File: src/rtl/bmp_pixel_packer.sv
// Purpose: packs a stream of 24-bit BGR pixels into 32-bit little-endian byte words
//          (4 pixels -> 3 words), tagging the last word of each frame.
// Latency: a word appears on out_word the cycle after the pixel that completes it.
// Backpressure: in_ready drops only when a word is pending, downstream stalls and the
//               next pixel would produce another word; a PH0 pixel is always taken.
// Ports:
//   clk, rst                     - rising-edge clock, synchronous active-high reset
//   input_pixel/input_is_valid   - pixel stream in ([7:0]=B first byte, [23:16]=R)
//   in_ready                     - pixel accepted this cycle when input_is_valid=1
//   out_word/out_valid/out_ready - packed word stream out (byte n at [8n+7:8n])
//   out_last                     - marks the final word of a frame
//   frame_done                   - one-cycle pulse after the out_last word is taken
module bmp_pixel_packer #(
  parameter int IMG_WIDTH  = 512,
  parameter int IMG_HEIGHT = 512
) (
  input  logic        clk,
  input  logic        rst,
  input  logic [23:0] input_pixel,
  input  logic        input_is_valid,
  output logic        in_ready,
  output logic [31:0] out_word,
  output logic        out_valid,
  input  logic        out_ready,
  output logic        out_last,
  output logic        frame_done
);

  localparam int FRAME_PIX = IMG_WIDTH * IMG_HEIGHT;
  localparam int CNT_W     = (FRAME_PIX > 1) ? $clog2(FRAME_PIX) : 1;

  // Phase = number of pixels of the current 4-pixel group already consumed.
  typedef enum logic [1:0] {PH0, PH1, PH2, PH3} phase_e;

  phase_e             phase_q, phase_d;
  logic [23:0]        resid_q, resid_d;     // leftover bytes, oldest at [7:0]
  logic [CNT_W-1:0]   pix_cnt_q, pix_cnt_d;
  logic [31:0]        word_q, word_d;
  logic               vld_q, vld_d;
  logic               last_q, last_d;
  logic               fdone_q, fdone_d;

  logic               pix_hs;
  logic               word_hs;
  logic               frame_end;

  // A PH0 pixel never produces a word, so it can be taken even while stalled.
  assign in_ready  = rst | (phase_q == PH0) | ~vld_q | out_ready;
  assign pix_hs    = input_is_valid & in_ready;
  assign word_hs   = vld_q & out_ready;
  assign frame_end = (pix_cnt_q == CNT_W'(FRAME_PIX - 1));

  assign out_word   = word_q;
  assign out_valid  = vld_q;
  assign out_last   = last_q;
  assign frame_done = fdone_q;

  always_comb begin
    phase_d   = phase_q;
    resid_d   = resid_q;
    pix_cnt_d = pix_cnt_q;
    word_d    = word_q;
    vld_d     = vld_q;
    last_d    = last_q;
    fdone_d   = word_hs & last_q;

    // Word consumed: drop valid but keep the data bits; a same-edge
    // pixel accept below overrides this so there is no bubble.
    if (word_hs) begin
      vld_d  = 1'b0;
      last_d = 1'b0;
    end

    if (pix_hs) begin
      pix_cnt_d = frame_end ? '0 : pix_cnt_q + CNT_W'(1);
      case (phase_q)
        PH0: begin
          resid_d = input_pixel;
          phase_d = PH1;
        end
        PH1: begin
          word_d  = {input_pixel[7:0], resid_q};
          resid_d = {8'h00, input_pixel[23:8]};
          vld_d   = 1'b1;
          last_d  = frame_end;
          phase_d = PH2;
        end
        PH2: begin
          word_d  = {input_pixel[15:0], resid_q[15:0]};
          resid_d = {16'h0000, input_pixel[23:16]};
          vld_d   = 1'b1;
          last_d  = frame_end;
          phase_d = PH3;
        end
        default: begin
          word_d  = {input_pixel, resid_q[7:0]};
          resid_d = '0;
          vld_d   = 1'b1;
          last_d  = frame_end;
          phase_d = PH0;
        end
      endcase
      // Frame size is a multiple of 4, so this only restates the PH3 wrap;
      // it keeps every frame starting cleanly at PH0 regardless.
      if (frame_end) begin
        phase_d = PH0;
        resid_d = '0;
      end
    end
  end

  always_ff @(posedge clk) begin
    if (rst) begin
      phase_q   <= PH0;
      resid_q   <= '0;
      pix_cnt_q <= '0;
      word_q    <= '0;
      vld_q     <= 1'b0;
      last_q    <= 1'b0;
      fdone_q   <= 1'b0;
    end else begin
      phase_q   <= phase_d;
      resid_q   <= resid_d;
      pix_cnt_q <= pix_cnt_d;
      word_q    <= word_d;
      vld_q     <= vld_d;
      last_q    <= last_d;
      fdone_q   <= fdone_d;
    end
  end

endmodule
File: config.mk
export PLATFORM = sky130hd
export DESIGN_NAME = bmp_pixel_packer
export DESIGN_NICKNAME = d
export VERILOG_FILES = /design/src/rtl/bmp_pixel_packer.sv
export SDC_FILE = /design/constraint.sdc
export NUM_CORES = 1
export LEC_CHECK = 0
export BUFFER_PORTS_ARGS = -buffer_cell sky130_fd_sc_hd__buf_2
export CAP_MARGIN = 30
export CORE_ASPECT_RATIO = 1.2
export CORE_MARGIN = 2
export CORE_UTILIZATION = 45
export CTS_CLUSTER_SIZE = 30
export DETAILED_ROUTE_END_ITERATION = 12
export PLACE_DENSITY = 0.66
export REMOVE_ABC_BUFFERS = 1
export SYNTH_ARGS = -nofsm -noshare
export SYNTH_HDL_FRONTEND = slang
export SYNTH_SLANG_ARGS = --single-unit
File: constraint.sdc
create_clock -name clk -period 2.2 [get_ports clk]
set_input_delay 0.11 -clock clk [delete_from_list [all_inputs] [get_ports clk]]
set_output_delay 0.11 -clock clk [all_outputs]
set_load 0.05 [all_outputs]
======== Word-level counts from Yosys, hierarchy flattened ========
Index checks and enable logic that the tools add are counted.
storage, ports and cells
  register bits after elaboration ......... 79
  logic and storage cells ................. 33
  input port bits ......................... 28
  output and inout bits ................... 36
operators by class
  add/sub/neg operators ................... 1
  mux-type cells .......................... 12
  eq/ne operators ......................... 3
  bitwise gates (word level) .............. 8
  reductions and logical operators ........ 2
operators by type and width
  operator                                       count
  one-hot mux 32 bit (3 select lines)            1
  one-hot mux 24 bit (3 select lines)            1
  2-to-1 mux 24 bit                              1
  adder 18 x 1 -> 18 bit, second input constant  1
  == test 18 bit, second input constant          1
  2-to-1 mux 18 bit                              1
  2-to-1 mux 1 bit                               6
  one-hot mux 2 bit (3 select lines)             1
  bitwise AND 1 bit                              3
  bitwise OR 1 bit                               3
  == test 2 x 1 -> 1 bit, second input constant  1
  == test 2 bit, second input constant           1
  zero test 2 bit                                1
  2-to-1 mux 2 bit                               1
  NOT 1 bit                                      2
  AND reduction 2 bit                            1

======== Logic depth before layout (Yosys ltp) ========
  depth in word-level cells ............... 6
  gate-level depth with buffers ........... 9
  depth with buffers taken out ............ 7

======== Worst setup path after synthesis ========
No wires, ideal clock.
  path kind ............................... reg2reg
  start ................................... register vld_q, in the netlist out_valid
  end ..................................... register resid_q[7]
  setup time .............................. 0.070 ns
  setup slack ............................. 0.043 ns
  required time ........................... 2.130 ns
  period minus slack after synthesis ...... 2.157 ns
  buffers on the path ..................... 2
  stages on the path, launching flop included .. 8
  data arrival time ....................... 2.087 ns
  cells stage by stage .................... dfxtp_1 nor4b_4 inv_2 and2_1 clkbuf_1 nor2_4 buf_2 o2bb2ai_1
between the ends
  word-level cells in the longest chain between the ends .. 4
ends and longest elaborated chain
  item                           RTL line  source
  start: declaration             39        logic vld_q, vld_d;
  start signal: assignment       126       vld_q <= vld_d;
  NOT 1 bit                      48        assign in_ready = rst | (phase_q == PH0) | ~vld_q | out_ready;
  bitwise OR 1 bit (2 in a row)  48
  via in_ready                   21        output logic in_ready,
  bitwise AND 1 bit              49        assign pix_hs = input_is_valid & in_ready;
  end signal: assignment         123       resid_q <= resid_d;
  end: declaration               36        logic [23:0] resid_q, resid_d;
The timed path passes the listed nets, and every way through them passes these cells.
A chain may end at the register's enable or synchronous reset.

======== Worst setup path after layout ========
  start ................................... register phase_q[0]
  end ..................................... register pix_cnt_q[16]
between the ends
  word-level cells in the longest chain between the ends .. 5
ends and longest elaborated chain
  item                           RTL line  source
  start: declaration             35        phase_e phase_q, phase_d;
  start signal: assignment       122       phase_q <= phase_d;
  zero test 2 bit                48
  bitwise OR 1 bit (3 in a row)  48
  bitwise AND 1 bit              49
  end signal: assignment         124       pix_cnt_q <= pix_cnt_d;
  end: declaration               37        logic [CNT_W-1:0] pix_cnt_q, pix_cnt_d;
No other way between the ends.

==> qor.yml <==
synth_area_leaders: "dfxtp_1 (44%), nand2_1 (6.4%), a22oi_1 (5.0%)"
arrival_ps: 2310
root_buffer: "clkbuf_8"
synthArstFlopShare_pct: 0
postSynthCellCount: 403
post-route-period-util_pct: 91.4
yosysMostFrequentCell: "dfxtp_1"
setup_ws_ps: 189
grt_pass1_vias: 3190
p_per_area_nw_per_um2: 819
seq_power_share_pct: 45.1
synth_edf_count: 0
p_leak_nw: 1.58
overflow: 0
startpoint_type: "flop"
hp-start: "input_pixel[19]"
hold_end: "resid_q[19]"
post-route-min-period_ps: 2010
route.vias.total: 3380
power.switching_mw: 1.10
rsz0062_at_grt: "false"
row_count: 35
critPathKind: "flop to flop"
grt_usage_pct: 22.6
synthAdderAreaFrac_pct: 1.75
internal_power_mw: 2.39
maxSlewHeadroom_pct: 68.2
hold_violations: 0
dpl.hpwl_um: 6220
hold-worst-slack_ps: 16.6
post_drt_wl_per_cell_um: 16.5
worst_slew_pin_slew_ps: 477
cts_buffers: 9
cts.sink_count: 79
multi_input_area_um2: 1850
synth_compound_area_share_pct: 28.1
swShare_pct: 31.5
cts.path.max_buffers: 2
register_area_um2: 1580
gp_congestion: 0.860
ys_seq_area_share_pct: 44.2
start_util_pct: 46.5
cts_max_level: 3
area_growth_pct: 18.9
die_w_um: 85.4
drtAntennaViolNets: 0
maxCapViolCount: 0
coreArea_um2: 7710
power.share.clock_pct: 34.2
timing.rr.end: "pix_cnt_q[16]"
synth_common_cells: "dfxtp_1 (79), nand2_1 (61), a21oi_1 (35)"
end_kind: "flop"
dp_cells: 544
drc_errors: 0
yosys.area.top_type: "dfxtp_1"
firstDrtPassIters: 6
slew_violations: 0
yosys.area.top_type_share_pct: 44.2
dieArea_um2: 8690
synthMuxAreaShare_pct: 0
die_y_um: 102
crit_fanout: 8
netlist_area_um2: 3580
grt_max_degree: 33
fin_nets: 497
routed_via_density: 6.02
power_mw: 3.49
dp_slack_ps: 203
fin_worst_skew_ps: 12.0
synth-simple-area-share_pct: 20.3
reg2reg_depth: 8
postCtsSetupRepairBufs: 0
status: "completed"
design.portCount: 64
antenna_found_initial: 0
setup_violations: 0
synthFlopType: "dfxtp_1"
first_iter_violations: 225
cts_resized: 0
cts_tree: "done"
max_clock_freq_ghz: 0.497
grt_pass1_wl_um: 15600
pwr-share-comb_pct: 20.8
rrSetupSlack_ps: 190
whs_path_depth: 2
r2r_start: "phase_q[0]"
fill_cells: 737
syn_avg_cell_area_um2: 8.89
instances_no_fill: 561
synth_cell_types: 49
crit_start: "phase_q[0]"
synth_xor_area_share_pct: 1.47
cts.reportedPaths.clkPinSlew_ps: 80
irDropWorstVdd_uv: 408
port-buffer-count: 63
drive_gt1_share_pct: 23.2
ys_warn_count: 0
ys_ff_latch: 79
wl_um: 9240
clk_latency_ps: 360
min_path_type: "input pin to flop"
cp_data_required_time_ps: 2490
synth_top_family_by_area: "compound AO/OA/AOI/OAI gates"
antenna_cells: 0
[critical path, stage by stage, from the launching register on]
cell and delay, ps:
dfxtp_1 350, inv_1 110, ha_1 220, nor4b_4 70
inv_2 110, nand4_1 240, buf_4 240, or4_1 470
a21oi_1 140
[logic make-up after synthesis]
kind of cell / count (synthesis)
xor+xnor: 6
compound gates: 133
simple gates: 142
buf+inv: 38
fa+ha+maj: 5
flops: 79
[stage by stage]
stage	instance area (um^2)	util (%)	setup TNS (ps)
after floorplan	3450	-	-38280
after global placement	4040	52.4	0
after detailed placement	4040	52.4	0
after CTS	4260	55.2	0
after global routing	4260	55.2	0
final	4260	55.2	0
[layer usage]
metal	vias up	global-route usage, %	wire length (um)
met2	111	38.8	4590
met4	0	9.65	128
met3	11	4.24	541
li1	1636	-	-
met1	1622	27.8	3980
met5	-	0	0
[power groups by stage]
stage / combinational, mW / clock, mW / sequential (mW)
global placement: 0.719 / 0 / 1.60
finish: 0.723 / 1.19 / 1.57
detailed placement: 0.726 / 0 / 1.60
global route: 0.798 / 1.28 / 1.58
floorplan: 0.332 / 0 / 1.75
CTS: 0.729 / 1.21 / 1.57
[how the worst max path moves through the flow]
stage                          to  slack, ps  cells past startpoint
floorplan            out_word[16]      -1070                      6
global placement     pix_cnt_q[0]        300                      4
detailed placement   pix_cnt_q[7]        200                      8
CTS                  pix_cnt_q[7]        170                      8
global route        pix_cnt_q[11]          4                      8
finish              pix_cnt_q[16]        190                      8
[registers in the layout (all words and copies together) (netlist names)]
| name | flops |
|---|---|
| frame_done | 1 |
| out_last | 1 |
| out_valid | 1 |
| out_word | 32 |
| phase_q | 2 |
| pix_cnt_q | 18 |
| resid_q | 24 |
[repair_timing]
action                                 CTS  global route
hold buffers                             1             0
setup endpoints to repair                0            10
endpoints found under the hold margin    1             0
[placed cells by master, fill, tap and decap left out, drive strengths merged, types with 4 or more instances in the layout]
cell / n
dfxtp: 79
a311oi: 8
inv: 6
a22o: 8
a21oi: 35
buf: 81
and3: 5
or4: 8
nor2: 17
o211ai: 16
nand4: 7
nand3: 10
nand2: 61
clkbuf: 11
o2bb2ai: 17
nor2b: 8
a222oi: 8
a22oi: 24
or3: 4
o31ai: 8
nor3: 10
ha: 5
[cell type report]
| type | count | area share [%] |
|---|---|---|
| Clock buffer | 11 | 3.09 |
| Clock inverter | 5 | 1.91 |
| Inverter | 6 | 0.529 |
| Multi-Input combinational cell | 286 | 43.5 |
| Sequential cell | 79 | 37.1 |
| Tap cell | 92 | 2.70 |
| Timing Repair Buffer | 82 | 11.1 |
Note: power is estimated with default switching activity, not from simulation.
